[src/rtl/obstacle_amplitude_gen_pkg.sv]
// Shared game definitions for the obstacle amplitude source: screen geometry,
// spawn position, draw FSM encoding and the LFSR feedback polynomial.
package obstacle_amplitude_gen_pkg;

    // Right edge of the visible screen; obstacles spawn exactly here, off-screen.
    localparam logic [9:0]  GAME_MAX_X        = 10'd640;
    localparam logic [9:0]  GAME_X_START_POS  = GAME_MAX_X;
    // Vertical centre line the obstacle oscillates around.
    localparam logic [9:0]  GAME_Y_BASELINE   = 10'd240;
    // Fallback seed used whenever a caller asks for the illegal all-zero state.
    localparam logic [15:0] LFSR_DEFAULT_SEED = 16'hACE1;

    typedef enum logic {
        IDLE = 1'b0,
        DRAW = 1'b1
    } amp_state_t;

    // Fibonacci step for x^16+x^14+x^13+x^11+1 (taps on bits 15,13,12,10).
    function automatic logic [15:0] lfsr16_next(input logic [15:0] cur);
        return {cur[14:0], cur[15] ^ cur[13] ^ cur[12] ^ cur[10]};
    endfunction

endpackage

[src/rtl/obstacle_amplitude_gen_lfsr16.sv]
// Free-running 16-bit maximal-length LFSR. Steps every clock; a zero seed is
// replaced by the default seed so the register can never lock up at zero.
module lfsr16
    import obstacle_amplitude_gen_pkg::*;
#(
    parameter logic [15:0] SEED = 16'hACE1
) (
    input  logic        clk,
    input  logic        rst,
    output logic [15:0] q
);

    localparam logic [15:0] SEED_SAFE = (SEED == 16'h0000) ? LFSR_DEFAULT_SEED : SEED;

    // Shift register: load the seed on reset, otherwise advance one step per clock.
    always_ff @(posedge clk or negedge rst) begin
        if (!rst) begin
            q <= SEED_SAFE;
        end else begin
            q <= lfsr16_next(q);
        end
    end

endmodule

[src/rtl/obstacle_amplitude_gen.sv]
// Random amplitude source for obstacle_control. A new amplitude is drawn on every
// obstacle respawn by masking LFSR bits down to the current range and rejecting
// out-of-range candidates; after MAX_TRIES rejections a halved candidate is used.
// The maximum amplitude ramps with the number of spawns and collapses on collision.
module obstacle_amplitude_gen #(
    parameter logic [9:0]  X_START_POS      = obstacle_amplitude_gen_pkg::GAME_X_START_POS,
    parameter logic [9:0]  AMP_MIN          = 10'd0,
    parameter logic [9:0]  AMP_MAX_START    = 10'd40,
    parameter logic [9:0]  AMP_STEP         = 10'd10,
    parameter logic [9:0]  AMP_MAX_CAP      = 10'd150,
    parameter int          SPAWNS_PER_LEVEL = 5,
    parameter int          MAX_TRIES        = 8,
    parameter logic [15:0] LFSR_SEED        = 16'hACE1
) (
    input  logic       clk,
    input  logic       rst,
    input  logic [9:0] obstacle_x_pos,
    input  logic       collision,
    output logic [9:0] y_amplitude_out,
    output logic       amp_update,
    output logic       draw_busy,
    output logic [3:0] level
);

    import obstacle_amplitude_gen_pkg::*;

    localparam int SCW = (SPAWNS_PER_LEVEL > 1) ? $clog2(SPAWNS_PER_LEVEL) : 1;
    localparam int TW  = $clog2(MAX_TRIES + 1);
    localparam logic [SCW-1:0] LAST_CNT = SCW'(SPAWNS_PER_LEVEL - 1);
    localparam logic [TW-1:0]  LAST_TRY = TW'(MAX_TRIES - 1);

    amp_state_t      state;
    amp_state_t      state_nxt;
    logic [15:0]     lfsr_q;
    logic            unused_lfsr_hi;
    logic            at_start_q;
    logic            spawn_evt;
    logic            pending;
    logic [SCW-1:0]  spawn_cnt;
    logic [9:0]      cur_max;
    logic [10:0]     max_stepped;
    logic [9:0]      range;
    logic [9:0]      mask;
    logic [9:0]      cand;
    logic            accept;
    logic            last_try;
    logic            draw_done;
    logic [TW-1:0]   tries;

    lfsr16 #(
        .SEED (LFSR_SEED)
    ) u_lfsr (
        .clk (clk),
        .rst (rst),
        .q   (lfsr_q)
    );

    // Only the low ten bits feed the candidate; the rest just keep the sequence long.
    assign unused_lfsr_hi = ^lfsr_q[15:10];

    // Remember whether the obstacle already sat at the spawn position last clock.
    always_ff @(posedge clk or negedge rst) begin
        if (!rst) begin
            at_start_q <= 1'b0;
        end else begin
            at_start_q <= (obstacle_x_pos == X_START_POS);
        end
    end

    assign spawn_evt   = (obstacle_x_pos == X_START_POS) && !at_start_q;
    assign max_stepped = {1'b0, cur_max} + {1'b0, AMP_STEP};

    // Difficulty ramp: count spawns, raise the ceiling per level, collision wins.
    always_ff @(posedge clk or negedge rst) begin
        if (!rst) begin
            spawn_cnt <= '0;
            level     <= 4'd0;
            cur_max   <= AMP_MAX_START;
        end else if (collision) begin
            spawn_cnt <= '0;
            level     <= 4'd0;
            cur_max   <= AMP_MAX_START;
        end else if (spawn_evt) begin
            if (spawn_cnt == LAST_CNT) begin
                spawn_cnt <= '0;
                if (cur_max < AMP_MAX_CAP) begin
                    if (level != 4'hF) begin
                        level <= level + 4'd1;
                    end
                    cur_max <= (max_stepped > {1'b0, AMP_MAX_CAP}) ? AMP_MAX_CAP : max_stepped[9:0];
                end
            end else begin
                spawn_cnt <= spawn_cnt + 1'b1;
            end
        end
    end

    assign range = cur_max - AMP_MIN;

    // Smallest all-ones mask covering the range, so a masked candidate is accepted
    // with probability above one half on every try.
    always_comb begin
        mask = '0;
        for (int i = 0; i < 10; i++) begin
            if (mask < range) begin
                mask = {mask[8:0], 1'b1};
            end
        end
    end

    assign cand     = lfsr_q[9:0] & mask;
    assign accept   = (cand <= range);
    assign last_try = (tries == LAST_TRY);

    // FSM state register.
    always_ff @(posedge clk or negedge rst) begin
        if (!rst) begin
            state <= IDLE;
        end else begin
            state <= state_nxt;
        end
    end

    // FSM next state: start on a spawn or a queued spawn, leave once a value is chosen.
    always_comb begin
        state_nxt = state;
        case (state)
            IDLE:    if (spawn_evt || pending) state_nxt = DRAW;
            DRAW:    if (accept || last_try)   state_nxt = IDLE;
            default: state_nxt = IDLE;
        endcase
    end

    // FSM outputs.
    always_comb begin
        draw_busy = (state == DRAW);
        draw_done = (state == DRAW) && (accept || last_try);
    end

    // Draw datapath: try counter, queued spawn, and the held amplitude with its pulse.
    always_ff @(posedge clk or negedge rst) begin
        if (!rst) begin
            tries           <= '0;
            pending         <= 1'b0;
            y_amplitude_out <= AMP_MIN;
            amp_update      <= 1'b0;
        end else begin
            amp_update <= 1'b0;
            if (state == IDLE) begin
                tries   <= '0;
                pending <= 1'b0;
            end else begin
                if (spawn_evt) begin
                    pending <= 1'b1;
                end
                if (draw_done) begin
                    amp_update      <= 1'b1;
                    // Halving a rejected candidate always lands inside the range,
                    // because the mask is below twice the range.
                    y_amplitude_out <= AMP_MIN + (accept ? cand : (cand >> 1));
                end else begin
                    tries <= tries + 1'b1;
                end
            end
        end
    end

endmodule

[config.mk]
export PLATFORM = sky130hd
export DESIGN_NAME = obstacle_amplitude_gen
export DESIGN_NICKNAME = d
export VERILOG_FILES = /design/src/rtl/obstacle_amplitude_gen_pkg.sv /design/src/rtl/obstacle_amplitude_gen_lfsr16.sv /design/src/rtl/obstacle_amplitude_gen.sv
export SDC_FILE = /design/constraint.sdc
export NUM_CORES = 1
export LEC_CHECK = 0
export BUFFER_PORTS_ARGS = -buffer_cell sky130_fd_sc_hd__buf_2
export CORE_ASPECT_RATIO = 1.75
export CORE_MARGIN = 1.5
export CORE_UTILIZATION = 60
export CTS_CLUSTER_DIAMETER = 80
export CTS_CLUSTER_SIZE = 10
export DETAILED_ROUTE_END_ITERATION = 8
export PLACE_DENSITY_LB_ADDON = 0.15
export SLEW_MARGIN = 25
export SYNTH_ARGS = -nofsm -noshare
export SYNTH_HDL_FRONTEND = slang
export SYNTH_SLANG_ARGS = --single-unit
[constraint.sdc]
create_clock -name clk -period 40.4 [get_ports clk]
set_clock_uncertainty 0.1 [all_clocks]
set_input_delay 4.04 -clock clk [delete_from_list [all_inputs] [get_ports clk]]
set_output_delay 4.04 -clock clk [all_outputs]
set_load 0.1 [all_outputs]
==> results.md, run 1 <==
* Post-CTS sizing at 0
* RSZ-0062 raised after global routing: false
* Post-Place Setup Slack at 23.46 ns
* Max_cap viols at 0
* Inst Count DP at 585
* Fin. Hold Viols at 0
* Post-synth ARST share at 1.000
* Synth Net Count at 552
* Static leakage at 1.959 nW
* CTS buffer count at 5
* Die height at 114.2 um
* Flop pwr share at 0.478
* Final min period at 17.23 ns
* Pwr Total at 0.1101 mW
* Worst path required time at 40.46 ns
* Clock transition at path regs at 0.07 ns
* Switching pwr at 0.03289 mW
* Routed wl met3 at 316 um
* CP Class: reg2reg
* Max incr delay on CP at 0.76 ns
* Core box area at 0.006857 sq mm
* Slowest cell on the critical path: nor2_1
* Internal Power at 0.07716 mW
* Most used DFF post-synth: dfrtp_1
* Via count at 3747
* Row count at 40
* Routability cong. at 0.8946
* Post-Route WL at 10.13 mm
* Core Util, Final at 0.6644
* Placed Area at 0.004413 sq mm
* Ant. Diodes at 0
* DP HPWL at 7.855 mm
* Final hold slack at 0.2561 ns
* Setup bufs post-CTS at 0
* Area grow syn2layout at 7.531%
* Hold Crit Class: reg2reg
* Final Non-Filler Cells at 593
* Clk network pwr share at 0.367
* Worst setup SP type: flop
* Die Wd at 66.52 um
* DRT antenna net count at 0
* Setup_tns at 0 ns
* Post-Syn Area per Cell at 8.681 sq um
* Max VDD drop at 0.00004809 V
* Gr ovfl total at 0
* DRT met1 WL at 4.037 mm
* CTS tree: built
* First DRT Iteration DRCs at 266
* Endpoints failing setup at 0
* Status: complete, no violations
* Seq/Total Area, Yosys at 0.2983
* Post-synthesis register bit count at 50
* Logic pwr share at 0.155
* Worst skew pair latency at 0.30 ns
* CTS Hold Bufs at 0
* Post-Syn Area at 0.004237 sq mm
* Post-route cell area at 0.004556 sq mm
* Initial Util at 0.6179
* Root buffer cell: clkbuf_16
* Multi-input logic area at 0.002735 sq mm
* IO Port Bufs at 28
* Part of the cycle the worst path needs at 0.4266
* Power Density at 24.16 mW/mm^2
* H-tree levels at 2
* Vias in the first global route at 3655
* Mean routed wirelength per cell at 17.08 um
* Die area at 0.007594 sq mm
* DRC at 0
* Layout cell share with drive strength beyond 1 at 0.1395
* Met2 WL at 5.216 mm
* Global-route wire length before repair at 16.85 mm
* Synthesized instance count at 488
* Final net count at 572
* Cell variety after synth at 67
* Clock sink total at 50
* Clock Tree Buf Depth at 2
* Post-synth EDFFs at 0
* CP endpoint kind: flop
* Crit path arrival time at 17.29 ns
* Initial antenna violation count at 0
* Slew margin rel. at 0.3188
* Layout fillers at 566
* Max Freq at 58.03 MHz
* Largest net degree at the start of global routing at 51
* Slew @ Worst Pin at 1.020 ns
* Vias per cell at 6.319
* Register area at 0.001264 sq mm
* Switch share at 0.2988
* GRT Util Overall at 0.2872
* Slew Viols, Final at 0
* Largest fanout on the critical path at 21
* Drt pass-1 iters at 4
* Setup ws final at 23.17 ns
* Yosys warnings at 0
* Top sig layer: met4
* IO Pins at 29
[cell usage after synthesis (4+ instances only)]
library cell	n	share of area
ha_1	51	0.15
nand2_1	45	0.040
a21oi_1	42	0.050
dfrtp_1	40	0.24
inv_1	38	0.034
nor2_1	37	0.033
o21ai_0	27	0.032
a211oi_1	22	0.039
clkbuf_1	11	0.0097
a21o_1	10	0.018
dfstp_2	10	0.062
nand3_1	10	0.012
nor3_1	10	0.012
o211ai_1	9	0.016
mux2i_1	8	0.019
and2_1	7	0.010
nand4_1	6	0.0089
a311oi_1	5	0.010
nor4_1	5	0.0074
or3_1	5	0.0074
xor2_1	5	0.010
a221o_1	4	0.0095
buf_2	4	0.0047
o21a_1	4	0.0071
or2_2	4	0.0059
xnor2_1	4	0.0083
[cell families after synthesis]
group           after synthesis  share of synthesized area
flops                        50                     0.2983
buf+inv                      57                    0.05611
compound gates              163                     0.2735
simple gates                146                     0.1734
mux                          11                    0.02688
fa+ha+maj                    52                     0.1533
xor+xnor                      9                    0.01860
[cell type report]
cell class                 count  area share
clock buffer                   7     0.02911
tap                           84     0.02307
sequential                    50      0.2774
clock inverter                 1    0.001648
multi-input combinational    381      0.6004
inverter                      39     0.03213
timing repair buffer          31     0.03625
[per-layer routing]
metal | vias to the layer above | GRT usage
met4 | 0 | 0.1673
met3 | 31 | 0.03638
met1 | 1774 | 0.3243
met2 | 94 | 0.5033
met5 | - | 0
li1 | 1848 | -
[sequential cells by signal, summed over array words and instances, names as in the netlist]
signal,cells
u_lfsr.q,16
y_amplitude_out,10
cur_max,9
level,4
tries,4
spawn_cnt,3
amp_update,1
at_start_q,1
draw_busy,1
pending,1
[power groups by stage]
| stage | Clock, mW | Combinational (mW) | Sequential (mW) |
|---|---|---|---|
| 4_1_cts | 0.0415 | 0.0172 | 0.0526 |
| 3_5_place_dp | 0 | 0.0171 | 0.0535 |
| 5_1_grt | 0.0433 | 0.0179 | 0.0528 |
| 2_1_floorplan | 0 | 0.00237 | 0.0644 |
| 3_3_place_gp | 0 | 0.0168 | 0.0534 |
| 6_report | 0.0404 | 0.0170 | 0.0526 |
[worst max-delay path, delay by kind of cell, from the launching register on]
family                     cells  cell delay (ns)
buffers and inverters          6             0.97
adders and majority gates      9             2.58
and+or+nand+nor               18             5.24
DFF                            1             0.47
AOI/OAI and AO/OA             33             7.73
[cell usage in the layout, fill, tap and decap left out, types with 6 or more instances in the layout]
master    synthesis  routed
o21ai_0          27      27
dfrtp_1          40      40
dfstp_2          10      10
nand4_1           6       6
nor2_1           37      37
a21o_1           10      10
o211ai_1          9       9
buf_2             4      27
mux2i_1           8       8
ha_1             51      51
nor3_1           10      10
nand2_1          45      45
a21oi_1          42      42
nand3_1          10      10
a211oi_1         22      22
inv_1            38      38
and2_1            7       7
[worst paths after layout]
check | to | cells after the start | slack (ns) | startpoint
max | y_amplitude_out[3] | 66 | 23.17 | cur_max[9]
min | u_lfsr.q[15] | 0 | 0.26 | u_lfsr.q[14]
max reg2reg | y_amplitude_out[3] | 66 | 23.17 | cur_max[9]
min reg2reg | u_lfsr.q[15] | 0 | 0.26 | u_lfsr.q[14]
max in group asynchronous | tries[0] | 1 | 36.12 | rst
min in group asynchronous | level[1] | 1 | 3.65 | rst
Power figures use the tool's default switching activity.
==> inputs of run 2 (changes only) <==
--- a/config.mk
+++ b/config.mk
@@ -8,7 +8,7 @@
 export BUFFER_PORTS_ARGS = -buffer_cell sky130_fd_sc_hd__buf_2
 export CORE_ASPECT_RATIO = 1.75
 export CORE_MARGIN = 1.5
-export CORE_UTILIZATION = 60
+export CORE_UTILIZATION = 56
 export CTS_CLUSTER_DIAMETER = 80
 export CTS_CLUSTER_SIZE = 10
 export DETAILED_ROUTE_END_ITERATION = 8
==> constraint.sdc (replaced) <==
create_clock -name clk -period 14.36 [get_ports clk]
set_clock_uncertainty 0.1 [all_clocks]
set_input_delay 1.436 -clock clk [delete_from_list [all_inputs] [get_ports clk]]
set_output_delay 1.436 -clock clk [all_outputs]
set_load 0.1 [all_outputs]
==> results.md, run 2 (synthesis gave the netlist of run 1 again) <==
* Status: complete, no violations
* Routed wl met3 at 373 um
* Fin. Hold Viols at 0
* Static leakage at 2.089 nW
* Flop pwr share at 0.483
* Worst path required time at 14.47 ns
* DRT met1 WL at 4.512 mm
* Initial antenna violation count at 0
* GRT Util Overall at 0.2910
* Logic pwr share at 0.158
* CP endpoint kind: flop
* Clk network pwr share at 0.359
* Largest fanout on the critical path at 15
* Core box area at 0.007284 sq mm
* Post-Route WL at 11.15 mm
* Slew @ Worst Pin at 0.8537 ns
* Die height at 118.1 um
* Final net count at 595
* Top sig layer: met4
* Endpoints failing setup at 0
* DRT antenna net count at 0
* Max VDD drop at 0.0001249 V
* DRC at 0
* Ant. Diodes at 0
* Vias in the first global route at 3808
* Slew margin rel. at 0.4274
* Max incr delay on CP at 0.47 ns
* Met2 WL at 5.721 mm
* Worst skew pair latency at 0.29 ns
* Mean routed wirelength per cell at 18.07 um
* Largest net degree at the start of global routing at 51
* Most flop-heavy register: u_lfsr.q
* IO Port Bufs at 28
* DP HPWL at 8.410 mm
* Reg2Reg Depth at 66
* Clock Tree Buf Depth at 2
* Worst setup SP type: flop
* Hold Crit Class: reg2reg
* CP startpoint: cur_max[6]
* FF-to-FF End: tries[3]
* Commonest cells after routing, fill and taps aside: ha_1 (51), nand2_1 (44), a21oi_1 (40), dfrtp_1 (40), inv_1 (38)
* Layout cell share with drive strength beyond 1 at 0.2128
* Reg-to-reg slack, setup at 0.83 ns
* HP Start: u_lfsr.q[14]
* Root buffer cell: clkbuf_16
* Row count at 41
* Max Freq at 73.90 MHz
* Final Non-Filler Cells at 617
* Hold worst-path end: u_lfsr.q[15]
* R2R Path Start: cur_max[6]
* Commonest non-fill, non-tap cell in the layout: ha_1
* Switch share at 0.2963
* Largest register FFs at 16
* Gr ovfl total at 0
* Die Wd at 68.75 um
* Slowest cell on the critical path: dfrtp_1
* Max_cap viols at 0
* Clock transition at path regs at 0.06 ns
* First DRT Iteration DRCs at 285
* Inst Count DP at 609
* Routability cong. at 0.9889
* H-tree levels at 2
* Final min period at 13.53 ns
* Area grow syn2layout at 13.08%
* Internal Power at 0.2156 mW
* Global-route wire length before repair at 18.08 mm
* Placed Area at 0.004586 sq mm
* Part of the cycle the worst path needs at 0.9423
* CTS buffer count at 5
* Clock sink total at 50
* Post-route cell area at 0.004791 sq mm
* IO Pins at 29
* Slew Viols, Final at 0
* CTS tree: built
* Final hold slack at 0.2497 ns
* Via count at 3932
* Initial Util at 0.5816
* Die area at 0.008117 sq mm
* Crit path arrival time at 13.64 ns
* Hold Path Cell Cnt at 0
* Drt pass-1 iters at 5
* Setup_tns at 0 ns
* Top flop regs: u_lfsr.q (16), y_amplitude_out (10), cur_max (9)
* Power Density at 63.96 mW/mm^2
* CTS Hold Bufs at 0
* CP Class: reg2reg
* Switching pwr at 0.09080 mW
* Vias per cell at 6.373
-- run 2: changes by cell type in the layout (fill, tap and decap cells not counted), sizes merged --
cell / delta
clkbuf: -2
clkinv: +1
inv: +1
clkinvlp: -1
buf: +23
-- run 2: cell type report --
cell class                      instances  area, sq um
Multi-Input combinational cell        381         2803
Inverter                               39        146.4
Clock inverter                          2        10.01
Clock buffer                            5        125.1
Tap cell                               86        107.6
Sequential cell                        50         1264
Timing Repair Buffer                   54        335.3
Fill cell                             607         2494
-- run 2: power by group through the flow --
| stage | registers (mW) | logic, mW | clock network (mW) |
|---|---|---|---|
| 3_3_place_gp | 0.150 | 0.0477 | 0 |
| 4_1_cts | 0.148 | 0.0488 | 0.114 |
| 2_1_floorplan | 0.181 | 0.00667 | 0 |
| 5_1_grt | 0.148 | 0.0509 | 0.119 |
| 3_5_place_dp | 0.150 | 0.0487 | 0 |
| 6_report | 0.148 | 0.0484 | 0.110 |
-- run 2: repair_timing --
item / CTS / global route
setup buffers: 0 / 1
hold endpoints to repair: 0 / 0
setup endpoints to repair: 0 / 16
resized for setup: 0 / 21
-- run 2: metrics by stage --
stage          utilization  worst slack [ns]  power (mW)
2_1_floorplan            -            0.1165      0.1878
3_3_place_gp        0.6295            0.3385      0.1981
3_5_place_dp        0.6295            0.1017      0.1991
4_1_cts             0.6481          0.009496      0.3110
5_1_grt             0.6577           -0.1424      0.3185
6_report            0.6577            0.8280      0.3064
-- run 2: critical path, delay by kind of cell (launching register included) --
family	cells	cell delay, ns
flops	1	0.47
simple gates	15	3.02
compound gates	34	6.43
fa+ha+maj	9	2.32
buf+inv	8	1.07
-- run 2: layer usage --
| metal | vias up | GRT usage |
|---|---|---|
| met1 | 1883 | 0.3521 |
| li1 | 1899 | - |
| met4 | 0 | 0.1409 |
| met5 | - | 0 |
| met3 | 36 | 0.03250 |
| met2 | 114 | 0.4922 |
-- run 2: worst max-delay path by stage --
stage | cells after the start | endpoint | slack (ns)
final | 66 | tries[3] | 0.83
after global routing | 66 | tries[3] | -0.14
after CTS | 65 | y_amplitude_out[1] | 0.009
after detailed placement | 66 | tries[3] | 0.10
after global placement | 67 | y_amplitude_out[3] | 0.34
after floorplan | 71 | y_amplitude_out[3] | 0.12
